$ cat config.mk
export PLATFORM = sky130hd
export DESIGN_NAME = uart_apb_csr
export DESIGN_NICKNAME = d
export VERILOG_FILES = /design/src/rtl/uart_apb_csr.sv
export SDC_FILE = /design/constraint.sdc
export NUM_CORES = 1
export LEC_CHECK = 0
export ABC_AREA = 1
export BUFFER_PORTS_ARGS = -buffer_cell sky130_fd_sc_hd__buf_2
export CAP_MARGIN = 40
export CORE_MARGIN = 3
export CORE_UTILIZATION = 25
export DETAILED_ROUTE_END_ITERATION = 8
export RECOVER_POWER = 25
export SETUP_SLACK_MARGIN = 0.5
export SLEW_MARGIN = 10
export SYNTH_ARGS = -nofsm -noshare
export SYNTH_HDL_FRONTEND = slang
export SYNTH_SLANG_ARGS = --single-unit
$ cat constraint.sdc
create_clock -name pclk -period 2.15 [get_ports pclk]
set_clock_uncertainty 0.1 [all_clocks]
set_input_delay 0.215 -clock pclk [delete_from_list [all_inputs] [get_ports pclk]]
set_output_delay 0.215 -clock pclk [all_outputs]
set_load 0.05 [all_outputs]
$ cat src/rtl/uart_apb_csr.sv
// uart_apb_csr: APB3 control/status register block for the UART.
// Decodes the register map, runs the IDLE/SETUP/ACCESS handshake with
// WAIT_STATES wait cycles, and generates the data-path strobes, sticky
// line status, interrupt identification and the registered irq.
// Optional feature macro: UART_CSR_PSLVERR_EN. When defined, unmapped
// accesses and writes to LSR complete with pslverr=1. When undefined,
// pslverr is tied to 0 and such accesses are ignored.
module uart_apb_csr #(
    parameter int ADDR_W      = 8,
    parameter int DATA_W      = 32,
    parameter int DIV_W       = 16,
    parameter int WAIT_STATES = 0
) (
    input  logic              pclk,
    input  logic              presetn,
    input  logic              psel,
    input  logic              penable,
    input  logic              pwrite,
    input  logic [ADDR_W-1:0] paddr,
    input  logic [DATA_W-1:0] pwdata,
    output logic              pready,
    output logic [DATA_W-1:0] prdata,
    output logic              pslverr,
    input  logic [7:0]        rx_data,
    input  logic              rx_pe,
    input  logic              rx_fe,
    input  logic              rx_valid,
    output logic              rx_pop,
    output logic [7:0]        thr_data,
    output logic              thr_push,
    input  logic              thr_empty,
    input  logic              tx_idle,
    output logic              erbi,
    output logic              etbei,
    output logic              elsi,
    output logic              fifoen,
    output logic [1:0]        rxfiftl,
    output logic              rxclr,
    output logic              txclr,
    output logic [1:0]        wls,
    output logic              stb,
    output logic              pen,
    output logic              eps,
    output logic              sp,
    output logic              loop,
    output logic [DIV_W-1:0]  divisor,
    output logic              urrst,
    output logic              utrst,
    output logic              irq
);
    typedef enum logic [1:0] {S_IDLE, S_SETUP, S_ACCESS} state_t;

    localparam logic [3:0]        WS    = 4'(WAIT_STATES);
    localparam logic [ADDR_W-1:0] A_RBR = ADDR_W'('h00);
    localparam logic [ADDR_W-1:0] A_IER = ADDR_W'('h04);
    localparam logic [ADDR_W-1:0] A_IIR = ADDR_W'('h08);
    localparam logic [ADDR_W-1:0] A_LCR = ADDR_W'('h0C);
    localparam logic [ADDR_W-1:0] A_LSR = ADDR_W'('h14);
    localparam logic [ADDR_W-1:0] A_DLL = ADDR_W'('h20);
    localparam logic [ADDR_W-1:0] A_DLH = ADDR_W'('h24);
    localparam logic [ADDR_W-1:0] A_PWR = ADDR_W'('h30);

    state_t             r_state, w_next;
    logic [3:0]         r_wait;
    logic [2:0]         r_ier;
    logic [6:0]         r_lcr;
    logic [7:0]         r_dll;
    logic [DIV_W-9:0]   r_dlh;
    logic [1:0]         r_pwr;
    logic               r_fifoen;
    logic [1:0]         r_rxfiftl;
    logic               r_pe, r_fe, r_thre_int, r_thre_q, r_etbei_q, r_irq;

    logic               w_done, w_err, w_wr, w_rd;
    logic               w_hit_rbr, w_hit_ier, w_hit_iir, w_hit_lcr;
    logic               w_hit_lsr, w_hit_dll, w_hit_dlh, w_hit_pwr;
    logic [3:0]         w_iid;
    logic [7:0]         w_iir, w_lsr;
    logic [DATA_W-1:0]  w_rdata;
    logic               w_thre_set, w_thre_clr;
    logic               w_unused;

    assign w_hit_rbr = (paddr == A_RBR);
    assign w_hit_ier = (paddr == A_IER);
    assign w_hit_iir = (paddr == A_IIR);
    assign w_hit_lcr = (paddr == A_LCR);
    assign w_hit_lsr = (paddr == A_LSR);
    assign w_hit_dll = (paddr == A_DLL);
    assign w_hit_dlh = (paddr == A_DLH);
    assign w_hit_pwr = (paddr == A_PWR);

    // Completion is the last ACCESS cycle; every side effect keys off it.
    assign w_done = (r_state == S_ACCESS) && (r_wait == WS);

`ifdef UART_CSR_PSLVERR_EN
    logic w_mapped;
    assign w_mapped = w_hit_rbr | w_hit_ier | w_hit_iir | w_hit_lcr |
                      w_hit_lsr | w_hit_dll | w_hit_dlh | w_hit_pwr;
    assign w_err    = w_done & (~w_mapped | (pwrite & w_hit_lsr));
`else
    assign w_err    = 1'b0;
`endif

    assign w_wr    = w_done & pwrite & ~w_err;
    assign w_rd    = w_done & ~pwrite & ~w_err;
    assign pready  = w_done;
    assign pslverr = w_err;

    // APB handshake state and wait-state counter.
    always_ff @(posedge pclk or negedge presetn) begin
        if (!presetn) begin
            r_state <= S_IDLE;
            r_wait  <= '0;
        end else begin
            r_state <= w_next;
            r_wait  <= (r_state == S_ACCESS && r_wait != WS) ? r_wait + 4'd1 : 4'd0;
        end
    end

    // Next state: penable without a preceding setup phase is ignored.
    always_comb begin
        w_next = r_state;
        case (r_state)
            S_IDLE:   if (psel && !penable) w_next = S_SETUP;
            S_SETUP:  w_next = S_ACCESS;
            S_ACCESS: if (w_done) w_next = (psel && !penable) ? S_SETUP : S_IDLE;
            default:  w_next = S_IDLE;
        endcase
    end

    // Interrupt identification, highest priority first.
    always_comb begin
        w_iid = 4'h1;
        if ((r_pe | r_fe) & r_ier[2])   w_iid = 4'h6;
        else if (rx_valid & r_ier[0])   w_iid = 4'h4;
        else if (r_thre_int & r_ier[1]) w_iid = 4'h2;
    end

    assign w_iir = {r_fifoen, r_fifoen, 2'b00, w_iid};
    assign w_lsr = {1'b0, thr_empty & tx_idle, thr_empty, 1'b0, r_fe, r_pe, 1'b0, rx_valid};

    // Read mux; unmapped addresses read as zero.
    always_comb begin
        w_rdata = '0;
        if (w_hit_rbr)      w_rdata[7:0]       = rx_data;
        else if (w_hit_ier) w_rdata[2:0]       = r_ier;
        else if (w_hit_iir) w_rdata[7:0]       = w_iir;
        else if (w_hit_lcr) w_rdata[6:0]       = r_lcr;
        else if (w_hit_lsr) w_rdata[7:0]       = w_lsr;
        else if (w_hit_dll) w_rdata[7:0]       = r_dll;
        else if (w_hit_dlh) w_rdata[DIV_W-9:0] = r_dlh;
        else if (w_hit_pwr) w_rdata[14:13]     = r_pwr;
    end

    assign prdata   = w_rd ? w_rdata : '0;
    assign rx_pop   = w_rd & w_hit_rbr;
    assign thr_push = w_wr & w_hit_rbr;
    assign thr_data = pwdata[7:0];
    assign rxclr    = w_wr & w_hit_iir & pwdata[1];
    assign txclr    = w_wr & w_hit_iir & pwdata[2];

    // THRE interrupt: armed on THRE rising or on etbei rising while THRE is set.
    assign w_thre_set = thr_empty & (~r_thre_q | (r_ier[1] & ~r_etbei_q));
    assign w_thre_clr = thr_push | (w_rd & w_hit_iir & (w_iid == 4'h2));

    // Configuration registers, sticky status and the registered irq.
    always_ff @(posedge pclk or negedge presetn) begin
        if (!presetn) begin
            r_ier      <= '0;
            r_lcr      <= '0;
            r_dll      <= '0;
            r_dlh      <= '0;
            r_pwr      <= '0;
            r_fifoen   <= 1'b0;
            r_rxfiftl  <= '0;
            r_pe       <= 1'b0;
            r_fe       <= 1'b0;
            r_thre_int <= 1'b0;
            r_thre_q   <= 1'b0;
            r_etbei_q  <= 1'b0;
            r_irq      <= 1'b0;
        end else begin
            if (w_wr && w_hit_ier) r_ier <= pwdata[2:0];
            if (w_wr && w_hit_lcr) r_lcr <= pwdata[6:0];
            if (w_wr && w_hit_dll) r_dll <= pwdata[7:0];
            if (w_wr && w_hit_dlh) r_dlh <= pwdata[DIV_W-9:0];
            if (w_wr && w_hit_pwr) r_pwr <= pwdata[14:13];
            if (w_wr && w_hit_iir) begin
                r_fifoen  <= pwdata[0];
                r_rxfiftl <= pwdata[7:6];
            end
            // Set wins over the clearing LSR read.
            if (rx_pop && rx_pe)         r_pe <= 1'b1;
            else if (w_rd && w_hit_lsr)  r_pe <= 1'b0;
            if (rx_pop && rx_fe)         r_fe <= 1'b1;
            else if (w_rd && w_hit_lsr)  r_fe <= 1'b0;
            if (w_thre_set)              r_thre_int <= 1'b1;
            else if (w_thre_clr)         r_thre_int <= 1'b0;
            r_thre_q  <= thr_empty;
            r_etbei_q <= r_ier[1];
            r_irq     <= ~w_iid[0];
        end
    end

    assign {elsi, etbei, erbi}           = r_ier;
    assign {loop, sp, eps, pen, stb, wls} = r_lcr;
    assign fifoen   = r_fifoen;
    assign rxfiftl  = r_rxfiftl;
    assign divisor  = {r_dlh, r_dll};
    assign {utrst, urrst} = r_pwr;
    assign irq      = r_irq;

    assign w_unused = ^{pwdata[DATA_W-1:15], pwdata[12:8]};
endmodule

After elaboration in Yosys (flattened, before gate mapping)
Cells that the tools add are included.
- add/subtract/negate cells: 1
- equal/unequal tests: 12
- muxes and demuxes: 31
- bitwise gates (word level): 22
- reductions and logical operators: 21
- operators by type and width (operator ; count):
    8-bit 2-to-1 mux ; 5
    8-bit by 6-bit equality test with 1-bit output, second input constant ; 3
    2-bit 2-to-1 mux ; 11
    8-bit by 4-bit equality test with 1-bit output, second input constant ; 2
    1-bit AND ; 15
    15-bit 2-to-1 mux ; 1
    1-bit logical AND ; 12
    3-bit 2-to-1 mux ; 3
    8-bit by 3-bit equality test with 1-bit output, second input constant ; 1
    8-bit by 5-bit equality test with 1-bit output, second input constant ; 1
    8-bit logical NOT ; 1
    1-bit 2-to-1 mux ; 7
    7-bit 2-to-1 mux ; 1
    2-bit case mux with 3 select lines ; 1
    2-bit nonzero test ; 3
    5-bit 2-to-1 mux ; 1
    4-bit by 1-bit adder with 4-bit output, second input constant ; 1
    4-bit by 2-bit equality test with 1-bit output, second input constant ; 1
    4-bit logical NOT ; 1
    4-bit 2-to-1 mux ; 1
    2-bit != test, second input constant ; 2
    1-bit NOT ; 4
    4-bit nonzero test ; 1
    1-bit bitwise OR ; 3
    5 further kinds ; 5
- bits in registers: 43
- input port bits: 58
- output and inout port bits: 78
- word-level logic and storage cells: 102

Logic depth before layout (Yosys ltp)
- depth after elaboration: 10
- depth in mapped cells: 11

Worst setup path after synthesis
Ideal clock, no wire load.
- kind: register to output
- start point: reg r_wait[0]
- end point: out prdata[1]
- arrival time: 1945 ps
- required time: 1835 ps
- path slack: -110 ps
- cell stages (with the launch flop): 9
- path buffers: 0
- cell sequence: dfrtp_1 > inv_1 > ha_1 > nand4_4 > nor2_4 > inv_2 > nor2_4 > nand2_1 > o21ai_1
- longest elaborated chain between the ends: 4
- RTL lines (element ; line ; RTL):
    from (decl) ; 64 ; logic [3:0] r_wait;
    from (signal assigned) ; 116 ; r_wait <= (r_state == S_ACCESS && r_wait != WS) ? r_wait + 4'd1 : 4'd0;
    4-bit logical NOT ; 93 ; assign w_done = (r_state == S_ACCESS) && (r_wait == WS);
    1-bit logical AND ; 93 ;
    1-bit AND ; 105 ; assign w_rd = w_done & ~pwrite & ~w_err;
    15-bit 2-to-1 mux ; 155 ; assign prdata = w_rd ? w_rdata : '0;
    to (decl) ; 22 ; output logic [DATA_W-1:0] prdata,
No other way between the ends.

Worst setup path in the final report
- start point: reg r_wait[1]
- end point: out prdata[1]
The elaborated chain is that of the path after synthesis.

==> summary.txt <==
Drt
  – Residual DRC count: 0
  – Number of DRC markers in iteration 0: 93
  – WL final: 8860 microns
  – Vias per Instance: 4.33
  – Drt wl/cell: 14.5 microns
  – Post-route ant nets: 0
  – Via Count: 2647
  – DRT Pass-1 Iters: 4

Finish
  – Area overhead of the layout relative to synthesis: 47.0%
  – Final instance area: 4180 sq um
  – Final core occ: 38.1%
  – Share of layout cells above drive strength 1: 47.6%
  – Nets@finish: 530

Timing
  – Final setup margin: 0.0613 ns
  – Final setup vio count: 0
  – Final period util: 97.1%
  – Max Fclk: 0.479 GHz
  – Worst slew margin: 40.1%
  – RSZ-0062 raised after global routing: yes
  – Actual slew at the worst max-slew pin: 0.898 ns
  – Final Slew Violations: 0
  – Final min period: 2.09 ns
  – Hold Fails Final Rpt: 0

Floorplanning
  – Boundary Pins: 136
  – Die width: 113 microns
  – # rows: 38
  – Core ar.: 11000 sq um
  – Starting density of the core: 25.9%
  – Die Span Y: 113 microns
  – Die ar.: 12700 sq um

Critical path
  – Worst Path Max Fanout: 9
  – Crit. End Element: primary output
  – WP data arrival: 1.77 ns
  – Crit Path Category: register to primary output
  – CP Launch Type: register
  – Critical path required time: 1.84 ns

Logic synthesis
  – Post-synth top cells: nand2_1 (102), dfrtp_1 (43), inv_1 (36)
  – Most common cell in the netlist: nand2_1
  – Post-Syn Area per Cell: 8.15 sq um
  – Ys async rst share: 100%
  – Synthesized area: 2850 sq um
  – Ranking of synthesized cells by area: dfrtp_1 (38%), nand2_1 (13%), buf_4 (8.2%), o21ai_2 (7.1%), inv_1 (4.7%)
  – Synthesis Warnings: 0
  – Top FF cell, synth: dfrtp_1
  – #FFs+latches synth: 43
  – Sequential fraction of the synthesis area: 37.8%
  – Mapped Cells: 349
  – Yosys top cell by area: dfrtp_1
  – Number of synthesized flops with an enable pin: 0
  – Distinct cells, synth: 33
  – Synth top area share: 37.8%

Global route
  – GRT Util Overall: 13.3%
  – First-pass GRT wire length: 13400 microns
  – Grt ovf: 0
  – Initial antenna violation count: 0
  – Largest net degree at the start of global routing: 38
  – Vias in the first global route: 2559

CTS
  – Worst-Skew Late Latency: 0.29 ns
  – CTS max path bufs: 2
  – # H-tree levels: 2
  – TritonCTS clock tree: done
  – # clock sinks: 43
  – Root buffer cell: clkbuf_16
  – Number of CTS-inserted buffers: 5
  – Worst-path clk slew: 0.07 ns

Place
  – RD Place Congestion: 0.821
  – Number of buffers added on ports: 90
  – Area post-placement: 3430 sq um
  – Post-DP HPWL: 6340 microns
  – Place WS: 0.123 ns

Status
  – Status: finished clean

Worst hold path
  – Worst min path class: input port to register

Power and ir drop
  – Leakage: 2.15 nW
  – Maximum VDD drop: 0.300 mV
  – Pwr dens: 476 nW/um^2

Flow run
  – Maximum Capacitance Violations: 0
==> state kept, by name, indices dropped and copies added, names as in the netlist, 2 cells and up <==
signal	flops
r_dlh	8
r_dll	8
r_lcr	7
r_wait	4
r_ier	3
r_pwr	2
r_state	2
rxfiftl	2
==> cell usage in the layout (no fill, tap or decap), types with 2 or more instances in the layout <==
master,netlist,final
conb_1,1,23
buf_8,0,9
nand3_2,1,2
nor3_1,4,3
nor2_8,6,6
nand2_1,102,87
buf_6,3,9
nand3_4,2,2
o21ai_1,3,2
clkinvlp_4,0,2
nand2_2,4,14
nor2_2,4,6
buf_2,0,74
o21ai_2,23,24
nand3_1,16,15
clkbuf_16,0,5
dfrtp_2,0,2
inv_6,0,4
a21oi_4,0,2
inv_2,4,5
buf_12,0,4
o21ai_4,0,2
nor2_1,22,16
nand2_8,0,7
nand3b_1,3,3
buf_4,31,22
o21ai_0,14,12
inv_1,36,32
dlygate4sd3_1,0,3
dfrtp_1,43,41
a21oi_1,3,3
nand2_4,4,5
nor2_4,7,11
==> final cells by class <==
class                   count  area (sq um)
clock inverters             3          26.3
diodes                      1          2.50
well taps                 140           175
repair buffers            123           891
flip-flops and latches     43          1080
multi-input cells         256          1710
clock buffers               5           125
fillers                  1086          6800
inverters                  41           169
==> cells by family after synthesis <==
group                    share of synthesized area [%]
AO/OA/AOI/OAI                                     12.2
buffers and inverters                             14.9
XOR/XNOR                                         0.308
adder cells (fa/ha/maj)                          0.879
flip-flops                                        37.8
other                                            0.132
AND/OR/NAND/NOR                                   33.8
==> critical path, cell delays in order, from the launching register on <==
cell and delay (ns):
dfrtp_1 0.39, inv_2 0.07, ha_4 0.14, nand4_4 0.08
nor2_4 0.17, inv_6 0.08, nor2_4 0.19, nand2_2 0.10
o21ai_4 0.08, buf_6 0.18
==> stage by stage <==
stage	TNS (ns)	cells	total power, W	hold WS (ns)
4_1_cts	0	596	0.00200	0.00339
6_report	0	612	0.00199	0.0252
5_1_grt	-0.0586	611	0.00206	0.0491
3_5_place_dp	0	572	0.00116	0.267
3_3_place_gp	0	572	0.00116	0.257
2_1_floorplan	0	371	0.00110	-0.181
==> layer usage <==
metal | up-vias | wire, microns | global-route usage (%)
met3 | 8 | 638 | 3.56
met2 | 101 | 4460 | 22.6
met5 | - | 0 | 0
met4 | 0 | 98 | 2.88
met1 | 1244 | 3660 | 17.0
li1 | 1294 | - | -
==> where the power goes <==
| part | internal [W] | total [W] | switching (W) |
|---|---|---|---|
| Clock | 0.000444 | 0.000812 | 0.000368 |
| Combinational | 0.0000848 | 0.000353 | 0.000269 |
| Sequential | 0.000818 | 0.000826 | 0.00000798 |
| Total | 0.00135 | 0.00199 | 0.000645 |
==> final timing paths <==
check                           start  depth (start not counted)         end  slack [ns]
setup / recovery            r_wait[1]                          9   prdata[1]        0.06
min in group asynchronous     presetn                          2    r_lcr[5]        0.14
hold reg to reg            r_state[1]                          1  r_state[1]        0.36
hold / removal                  rx_fe                          3        r_fe        0.03
max in group asynchronous     presetn                          4    r_ier[1]        0.61
setup reg to reg            r_wait[1]                         11    r_dll[7]        0.21
==> what timing repair did <==
action	CTS	global route
pin swaps	6	17
resized for setup	55	25
cloned	3	0
hold buffers	2	1
endpoints found under the hold margin	37	1
setup buffers	11	13
setup endpoints to repair	45	45
No activity file was read; power rests on OpenSTA's default activity.
